--- src/rtl/fetch_pkg.sv ---
// Shared fetch-stage types: FSM states, redirect payload, reset vector and
// the redirect priority/overwrite helper.
package fetch_pkg;

  localparam int unsigned XLEN = 32;

  localparam logic [XLEN-1:0] RESET_VECTOR = 32'hbfc0_0000;

  typedef enum logic [1:0] {
    REQ   = 2'd0,
    WAIT  = 2'd1,
    OUT   = 2'd2,
    REDIR = 2'd3
  } fetch_state_t;

  typedef struct packed {
    logic            valid;
    logic            is_exception;
    logic [XLEN-1:0] target;
  } redirect_t;

  // Exception wins over branch; a branch may replace a branch but never an exception.
  function automatic redirect_t redirect_merge(
    input redirect_t       held,
    input logic            br_req,
    input logic [XLEN-1:0] br_target,
    input logic            ex_req,
    input logic [XLEN-1:0] ex_vector
  );
    redirect_t r;
    r = held;
    if (ex_req) begin
      r.valid        = 1'b1;
      r.is_exception = 1'b1;
      r.target       = ex_vector;
    end else if (br_req && !(held.valid && held.is_exception)) begin
      r.valid        = 1'b1;
      r.is_exception = 1'b0;
      r.target       = br_target;
    end
    return r;
  endfunction

endpackage

--- src/rtl/if_redirect_latch.sv ---
// Pending-redirect holder: merges incoming branch/exception pulses with the
// stored request and clears on the consume strobe.
module if_redirect_latch
  import fetch_pkg::*;
(
  input  logic            clk,
  input  logic            rst,
  input  logic            i_clear,
  input  logic            i_branch_req,
  input  logic [XLEN-1:0] i_branch_target,
  input  logic            i_exception_req,
  input  logic [XLEN-1:0] i_exception_vector,
  output logic            o_pend_now,
  output redirect_t       o_merged,
  output redirect_t       o_pending
);

  redirect_t r_pending;
  redirect_t w_merged;
  redirect_t w_fresh;

  assign w_merged = redirect_merge(r_pending, i_branch_req, i_branch_target,
                                   i_exception_req, i_exception_vector);

  // On consume, only a request arriving in that same cycle survives.
  assign w_fresh  = redirect_merge('0, i_branch_req, i_branch_target,
                                   i_exception_req, i_exception_vector);

  always_ff @(posedge clk) begin
    if (rst) begin
      r_pending <= '0;
    end else if (i_clear) begin
      r_pending <= w_fresh;
    end else begin
      r_pending <= w_merged;
    end
  end

  assign o_pend_now = w_merged.valid;
  assign o_merged   = w_merged;
  assign o_pending  = r_pending;

endmodule

--- src/rtl/if_fetch_ctrl.sv ---
// Fetch-stage sequencer: one outstanding instruction-bus read, PC strobes and
// redirect handling. IF_FETCH_TIMEOUT_EN adds the sticky WAIT timeout flag.
module if_fetch_ctrl
  import fetch_pkg::*;
#(
  parameter int unsigned TIMEOUT_CYCLES = 255
) (
  input  logic            clk,
  input  logic            rst,
  input  logic [XLEN-1:0] pc_address,
  output logic            pc_en,
  output logic            pc_branch_taken,
  output logic [XLEN-1:0] pc_branch_address,
  output logic            pc_exception_taken,
  output logic [XLEN-1:0] pc_exception_address,
  input  logic            branch_req,
  input  logic [XLEN-1:0] branch_target,
  input  logic            exception_req,
  input  logic [XLEN-1:0] exception_vector,
  output logic            inst_req,
  output logic [XLEN-1:0] inst_addr,
  input  logic            inst_addr_ok,
  input  logic            inst_data_ok,
  input  logic [XLEN-1:0] inst_rdata,
  output logic            if_valid,
  output logic [XLEN-1:0] if_pc,
  output logic [XLEN-1:0] if_inst,
  output logic            if_adel,
  input  logic            id_ready,
  output logic            fetch_timeout
);

  fetch_state_t    r_state;
  logic [XLEN-1:0] r_req_pc;
  logic            r_discard;
  logic            r_pc_en;
  logic            r_pc_branch_taken;
  logic            r_pc_exception_taken;
  logic            r_if_valid;
  logic [XLEN-1:0] r_if_pc;
  logic [XLEN-1:0] r_if_inst;
  logic            r_if_adel;

  logic            w_pend_now;
  logic            w_aligned;
  logic            w_clear;
  logic            w_req_fire;
  redirect_t       w_merged;
  redirect_t       w_pending;
  logic            w_unused;

  if_redirect_latch u_redirect_latch (
    .clk                (clk),
    .rst                (rst),
    .i_clear            (w_clear),
    .i_branch_req       (branch_req),
    .i_branch_target    (branch_target),
    .i_exception_req    (exception_req),
    .i_exception_vector (exception_vector),
    .o_pend_now         (w_pend_now),
    .o_merged           (w_merged),
    .o_pending          (w_pending)
  );

  assign w_aligned  = (pc_address[1:0] == 2'b00);
  assign w_clear    = (r_state == REDIR);
  assign w_req_fire = (r_state == REQ) && w_aligned && inst_addr_ok;

  // Request is a decode of the state register; the PC cannot move while in REQ.
  assign inst_req  = !rst && (r_state == REQ) && w_aligned;
  assign inst_addr = inst_req ? pc_address : '0;

  // Targets follow the pending register; it equals the consumed target in REDIR.
  assign pc_branch_address    = w_pending.target;
  assign pc_exception_address = w_pending.target;

  assign pc_en              = r_pc_en;
  assign pc_branch_taken    = r_pc_branch_taken;
  assign pc_exception_taken = r_pc_exception_taken;
  assign if_valid           = r_if_valid;
  assign if_pc              = r_if_pc;
  assign if_inst            = r_if_inst;
  assign if_adel            = r_if_adel;

  assign w_unused = ^{w_merged.valid, w_merged.target,
                      w_pending.valid, w_pending.is_exception};

  always_ff @(posedge clk) begin
    if (rst) begin
      r_state              <= REQ;
      r_req_pc             <= '0;
      r_discard            <= 1'b0;
      r_pc_en              <= 1'b0;
      r_pc_branch_taken    <= 1'b0;
      r_pc_exception_taken <= 1'b0;
      r_if_valid           <= 1'b0;
      r_if_pc              <= '0;
      r_if_inst            <= '0;
      r_if_adel            <= 1'b0;
    end else begin
      r_pc_en              <= 1'b0;
      r_pc_branch_taken    <= 1'b0;
      r_pc_exception_taken <= 1'b0;

      case (r_state)
        REQ: begin
          if (!w_aligned) begin
            r_if_valid <= 1'b1;
            r_if_pc    <= pc_address;
            r_if_inst  <= '0;
            r_if_adel  <= 1'b1;
            r_state    <= OUT;
          end else if (inst_addr_ok) begin
            r_req_pc <= pc_address;
            r_state  <= WAIT;
            if (w_pend_now) begin
              r_discard <= 1'b1;
            end else begin
              r_pc_en <= 1'b1;
            end
          end
        end

        WAIT: begin
          if (inst_data_ok) begin
            if (r_discard || w_pend_now) begin
              r_discard            <= 1'b0;
              r_state              <= REDIR;
              r_pc_en              <= 1'b1;
              r_pc_exception_taken <= w_merged.is_exception;
              r_pc_branch_taken    <= !w_merged.is_exception;
            end else begin
              r_if_valid <= 1'b1;
              r_if_pc    <= r_req_pc;
              r_if_inst  <= inst_rdata;
              r_if_adel  <= 1'b0;
              r_state    <= OUT;
            end
          end
        end

        OUT: begin
          // A redirect squashes the slot even when decode is ready.
          if (w_pend_now) begin
            r_if_valid           <= 1'b0;
            r_state              <= REDIR;
            r_pc_en              <= 1'b1;
            r_pc_exception_taken <= w_merged.is_exception;
            r_pc_branch_taken    <= !w_merged.is_exception;
          end else if (id_ready) begin
            r_if_valid <= 1'b0;
            r_state    <= REQ;
          end
        end

        REDIR: begin
          r_state <= REQ;
        end

        default: begin
          r_state <= REQ;
        end
      endcase
    end
  end

`ifdef IF_FETCH_TIMEOUT_EN
  localparam int unsigned CNT_W = (TIMEOUT_CYCLES > 255) ? $clog2(TIMEOUT_CYCLES + 1) : 8;

  logic [CNT_W-1:0] r_wait_cnt;
  logic             r_fetch_timeout;

  // Counts WAIT cycles since entry; flag is sticky until reset.
  always_ff @(posedge clk) begin
    if (rst) begin
      r_wait_cnt      <= '0;
      r_fetch_timeout <= 1'b0;
    end else if (w_req_fire) begin
      r_wait_cnt <= '0;
    end else if (r_state == WAIT) begin
      if (r_wait_cnt != CNT_W'(TIMEOUT_CYCLES)) begin
        r_wait_cnt <= r_wait_cnt + CNT_W'(1);
      end
      if (r_wait_cnt == CNT_W'(TIMEOUT_CYCLES - 1)) begin
        r_fetch_timeout <= 1'b1;
      end
    end
  end

  assign fetch_timeout = r_fetch_timeout;
`else
  logic [31:0] w_unused_timeout_cfg;

  assign w_unused_timeout_cfg = 32'(TIMEOUT_CYCLES);
  assign fetch_timeout        = 1'b0;
`endif

endmodule

--- config.mk ---
export PLATFORM = sky130hd
export DESIGN_NAME = if_fetch_ctrl
export DESIGN_NICKNAME = d
export VERILOG_FILES = /design/src/rtl/fetch_pkg.sv /design/src/rtl/if_redirect_latch.sv /design/src/rtl/if_fetch_ctrl.sv
export SDC_FILE = /design/constraint.sdc
export NUM_CORES = 1
export LEC_CHECK = 0
export CAP_MARGIN = 0
export CORE_ASPECT_RATIO = 1.4
export CORE_MARGIN = 2
export CORE_UTILIZATION = 31
export DETAILED_ROUTE_END_ITERATION = 10
export DONT_BUFFER_PORTS = 1
export SLEW_MARGIN = 40
export SYNTH_ARGS = -nofsm -noshare
export SYNTH_HDL_FRONTEND = slang
export SYNTH_SLANG_ARGS = --single-unit
--- constraint.sdc ---
create_clock -name clk -period 2.25 [get_ports clk]
set_input_delay 0.5625 -clock clk [delete_from_list [all_inputs] [get_ports clk]]
set_output_delay 0.5625 -clock clk [all_outputs]
set_load 0.02 [all_outputs]
* Word-level counts from Yosys, hierarchy flattened
Cells that the tools add are included.
** Storage, ports and cells
- Register bits :: 138
- Input port bits :: 135
- Output and inout port bits :: 167
- Logic and storage cells :: 94
** Operators by class
- Equality and inequality tests :: 12
- Mux-type cells :: 51
- Reductions and logical operators :: 18
** Operator list (count)
- 2-to-1 mux 32 bit :: 7
- 2-to-1 mux 34 bit :: 5
- one-hot mux 32 bit (2 select lines) :: 2
- 2-to-1 mux 1 bit :: 25
- != test 2 bit (second input constant) :: 6
- 2-to-1 mux 2 bit :: 5
- one-hot mux 1 bit (2 select lines) :: 4
- one-hot mux 2 bit (4 select lines) :: 1
- one-hot mux 1 bit (3 select lines) :: 2
- AND reduction 3 bit :: 2
- AND reduction 6 bit :: 1
- nonzero test 3 bit :: 2
- AND reduction 5 bit :: 1
- equality test 2 bit (second input constant) :: 2
- logical AND 1 bit :: 4
- zero test 2 bit :: 2
- AND reduction 4 bit :: 1
- zero test 1 bit :: 3
- != test 3 x 2 -> 1 bit (second input constant) :: 1
- != test 3 bit (second input constant) :: 1
- equality test 2 x 1 -> 1 bit (second input constant) :: 1
- != test 2 x 1 -> 1 bit (second input constant) :: 1
- nonzero test 2 bit :: 1
- logical OR 1 bit :: 1

* Logic depth before layout (Yosys ltp)
- Depth in word-level cells :: 9
- Gate-level depth with buffers :: 8
- Gate-level depth less buffers :: 6

* Hierarchy
From an unflattened synthesis, not the netlist that was laid out.
** Unflattened totals
- Cells, all modules :: 779
- Area, all modules :: 7209.4 um^2
** By module, submodules not included
- if_fetch_ctrl :: times used 1, cells each 548, area each 4750.8 um^2, sequential area each 2082.0 um^2
- if_redirect_latch :: times used 1, cells each 231, area each 2458.6 um^2, sequential area each 680.7 um^2

* Worst setup path after synthesis
OpenSTA, ideal clock, no wires.
- Path kind :: reg-to-output
- Start point :: reg r_state[0]
- End point :: out inst_addr[22]
- Data arrival time :: 1.839 ns
- Required time :: 1.688 ns
- Setup slack :: -0.152 ns
- Cell stages (with the launch flop) :: 8
- Buffers on the path :: 2
- Path through :: dfxtp_1 inv_1 ha_1 or3b_2 clkbuf_1 nor2_1 buf_2 and2_1
** Between the ends
- Longest elaborated chain between the ends :: 4
** Ends and longest elaborated chain
- from (decl) :: RTL line if_fetch_ctrl.sv:33 : fetch_state_t r_state;
- from (signal assigned) :: RTL line if_fetch_ctrl.sv:90 : r_state <= REQ;
- from (signal assigned) :: RTL line if_fetch_ctrl.sv:112 : r_state <= OUT;
- from (signal assigned) :: RTL line if_fetch_ctrl.sv:115 : r_state <= WAIT;
- zero test 2 bit :: RTL line if_fetch_ctrl.sv:70 : assign inst_req = !rst && (r_state == REQ) && w_aligned;
- logical AND 1 bit (2 in series) :: RTL line if_fetch_ctrl.sv:70
- via inst_req :: RTL line if_fetch_ctrl.sv:20 : output logic inst_req,
- 2-to-1 mux 32 bit :: RTL line if_fetch_ctrl.sv:71 : assign inst_addr = inst_req ? pc_address : '0;
- to (decl) :: RTL line if_fetch_ctrl.sv:21 : output logic [XLEN-1:0] inst_addr,
The timed path passes the listed nets, and every way through them passes these cells.

* Worst setup path in the final report
- Start point :: reg r_state[0]
- End point :: out inst_addr[29]
** Between the ends
- Longest elaborated chain between the ends :: 4
** Ends and longest elaborated chain (RTL line)
- zero test 2 bit :: if_fetch_ctrl.sv:70
- logical AND 1 bit (2 in series) :: if_fetch_ctrl.sv:70
- 2-to-1 mux 32 bit :: if_fetch_ctrl.sv:71
No other way between the ends.

==> out/metrics.yaml <==
outcome:
  status: "finished with violations"
  violations: "negative setup slack"
place:
  place_ws_ns: 0.0140
  port_buffers: 0
  dpl.cell_count: 865
  place_hpwl_um: 11300
  gp_congestion: 0.777
critical_path:
  crit_type: "flop to primary output"
  endpoint_kind: "primary output"
  r2r.worst_path.cells: 7
  rrSetupSlack_ns: 0.33
  crit_path_start_kind: "flop"
  r2r_end: "r_state[0]"
  crit-reg2reg-launch: "r_state[0]"
  required_ns: 1.69
  cp.arrival_ns: 1.93
  worstPathMaxFanout: 5
power_and_ir_drop:
  switching_share: 0.342
  p_leak_nw: 2.36
  power_density_nw_per_um2: 1160
  total_power_mw: 8.08
  ir_drop_uv: 560
  switchingPower_mw: 2.76
  p_int_mw: 5.31
  combinationalPowerShare: 0.223
  clkPwrFrac: 0.358
  sequentialPowerShare: 0.419
synthesis:
  avgSynthCellArea_um2: 8.91
  synth_cell_types: 41
  ys.warnings.count: 0
  yosys-top-cells-count: "138 x dfxtp_1, 101 x a21oi_1, 70 x buf_4"
  synth_area_um2: 6400
  yosysSeqAreaShare: 0.432
  synth_top_area_cell: "dfxtp_1"
  synthArstFlopShare: 0
  synth-seq-cells: 138
  synth_most_common_cell: "dfxtp_1"
  synth_edf_count: 0
  synth_ff_type: "dfxtp_1"
  synthTopCellsByArea: "dfxtp_1 43%, buf_4 8.2%, a21oi_1 7.9%, mux2i_1 5.2%, a222oi_1 5.0%"
  yosysTopAreaCellShare: 0.432
  syn_inst: 718
routing:
  wl_um: 17600
  drc_errors: 0
  drt_iter0_drc: 354
  vias: 4990
  dr.pass1.iters: 6
  antenna_left: 0
  avgViaCountPerCell: 5.52
  routedWlPerCell_um: 19.5
layout:
  final.fill_count: 2074
  drive_gt1_frac: 0.193
  final_nets: 775
  fin_cells: 904
  syn_to_final_growth_pct: 9.35
sta:
  slew_violations: 0
  fin_skew_ns: 0.00438
  hold_ws_ns: 0.209
  hold_violations: 0
  worst_pin_slew_ns: 0.785
  layout_setup_ws_ns: -0.241
  min_period_ns: 2.49
  slew_headroom: 0.477
  grt_setup_unrepaired: "true"
  setup_viol: 31
  min_period_over_period: 1.11
  timing.fmax_mhz: 401
grt:
  top_usage_layer: "met2"
  grt_util_met2: 0.259
  grt_pass1_wl_um: 26200
  grt_usage: 0.153
  grt.overflow.total: 0
  met3_usage: 0.0560
  antenna_found_initial: 1
  gr-usage-met1: 0.172
  grt_pass1_vias: 4652
  grt_max_degree: 139
die:
  start_util: 0.314
  num_rows: 62
  dieArea_um2: 21800
  ios: 302
  die_h_um: 174
  fp.dieW_um: 125
  core_area_um2: 20400
clock_network:
  htreeDepth: 4
  path_clk_slew_ns: 0.06
  clk_latency_ns: 0.42
  cts_made_buffers: 17
  cts_root_buf: "clkbuf_16"
  ctsHoldBuffers: 0
  cts_tree: "built"
  cts.sinks: 138
  max-clock-path-buffers: 2
flow_run:
  maxCapViolCount: 0
worst_hold_path:
  min_delay_worst_endpoint: "u_redirect_latch.o_pending[30]"
  hold_path_class: "primary input to flop"
  hp-start: "rst"
  min_path_cells: 1
==> how the worst max path moves through the flow <==
stage / depth (start not counted) / end / startpoint
6_report: 7 / inst_addr[29] / r_state[0]
5_1_grt: 7 / inst_addr[20] / r_state[0]
4_1_cts: 6 / inst_addr[29] / r_state[1]
3_5_place_dp: 4 / inst_addr[31] / pc_address[0]
3_3_place_gp: 4 / inst_addr[31] / pc_address[0]
2_1_floorplan: 7 / inst_addr[22] / r_state[0]
==> per-stage QoR <==
stage	utilization	TNS, ns	cell area, um^2
2_1_floorplan	-	-0.0812	6450
3_3_place_gp	0.305	0	6220
3_5_place_dp	0.305	0	6220
5_1_grt	0.343	-8.94	6990
6_report	0.343	-7.00	6990
4_1_cts	0.338	-7.19	6890
==> power by group through the flow <==
stage | clock network, mW | registers, mW | logic, mW
6_report | 2.89 | 3.39 | 1.80
3_3_place_gp | 0 | 3.44 | 1.73
2_1_floorplan | 0 | 3.25 | 1.61
4_1_cts | 2.98 | 3.39 | 1.77
3_5_place_dp | 0 | 3.44 | 1.74
5_1_grt | 3.07 | 3.42 | 1.97
==> worst max-delay path: stages (launching register included) <==
cell and delay [ns]:
dfxtp_2 0.32, inv_2 0.07, ha_4 0.13, or3b_4 0.40, nor2_4 0.16, buf_12 0.13
clkbuf_16 0.13, and2_4 0.17
==> final cells by class <==
type | count | area, um^2 | share of cell area
Timing Repair Buffer | 31 | 332 | 0.0474
Clock buffer | 20 | 467 | 0.0667
Multi-Input combinational cell | 441 | 2940 | 0.420
Inverter | 6 | 22.5 | 0.00322
Tap cell | 256 | 320 | 0.0458
Antenna cell | 1 | 2.50 | 0.000358
Clock inverter | 11 | 145 | 0.0208
Sequential cell | 138 | 2770 | 0.395
==> kinds of logic (layout without fill, tap and decap cells) <==
| family | count (synthesis) | after routing | synth area share |
|---|---|---|---|
| AOI/OAI and AO/OA | 215 | 215 | 0.229 |
| and+or+nand+nor | 185 | 185 | 0.144 |
| buffers and inverters | 141 | 68 | 0.133 |
| DFF | 138 | 138 | 0.432 |
| muxes | 33 | 33 | 0.0516 |
| adders and majority gates | 5 | 5 | 0.00978 |
| other | 1 | 4 | 0.000586 |
==> timing repair <==
item | CTS | global route
setup buffers | 1 | 3
gates cloned | 1 | 2
gates resized for setup | 22 | 21
pin swaps | 1 | 32
endpoints found under the setup margin | 31 | 31
==> placed cells by master (no fill, tap or decap), types with 2 or more instances in the layout <==
| cell | Yosys | routed |
|---|---|---|
| buf_12 | 0 | 5 |
| clkbuf_16 | 0 | 18 |
| clkinv_4 | 0 | 2 |
| inv_1 | 6 | 4 |
| nand2_1 | 65 | 65 |
| clkinvlp_4 | 0 | 3 |
| nor2_4 | 1 | 2 |
| clkinv_2 | 0 | 3 |
| nand4_1 | 32 | 32 |
| a211oi_1 | 18 | 17 |
| and2_4 | 0 | 30 |
| buf_4 | 70 | 20 |
| buf_6 | 6 | 5 |
| ha_1 | 5 | 3 |
| and2_1 | 32 | 2 |
| bufinv_16 | 0 | 3 |
| a211oi_2 | 18 | 18 |
| conb_1 | 1 | 3 |
| clkbuf_8 | 0 | 3 |
| nor3b_1 | 2 | 2 |
| inv_2 | 0 | 2 |
| ha_4 | 0 | 2 |
| dfxtp_1 | 138 | 136 |
| o21a_1 | 3 | 3 |
| nor3_1 | 2 | 2 |
| o21ai_0 | 33 | 33 |
| nor2b_1 | 3 | 3 |
| nor2_1 | 40 | 39 |
| mux2i_1 | 33 | 33 |
| dfxtp_2 | 0 | 2 |
| a222oi_1 | 32 | 32 |
| a21oi_1 | 101 | 101 |
==> routing by layer <==
metal  part of all wire  vias to the layer above
met4              0.031                        0
met2               0.50                      226
met5                  0                        -
met1               0.40                     2383
li1                   -                     2354
met3              0.077                       27
==> sequential cells by signal (all words and copies together) (netlist names) <==
signal	cells
if_inst	32
r_req_pc	32
pc_exception_taken	1
u_redirect_latch.o_pending	34
pc_en	1
if_valid	1
r_state	2
if_pc	32
if_adel	1
r_discard	1
pc_branch_taken	1
No activity file was read; power rests on OpenSTA's default activity.
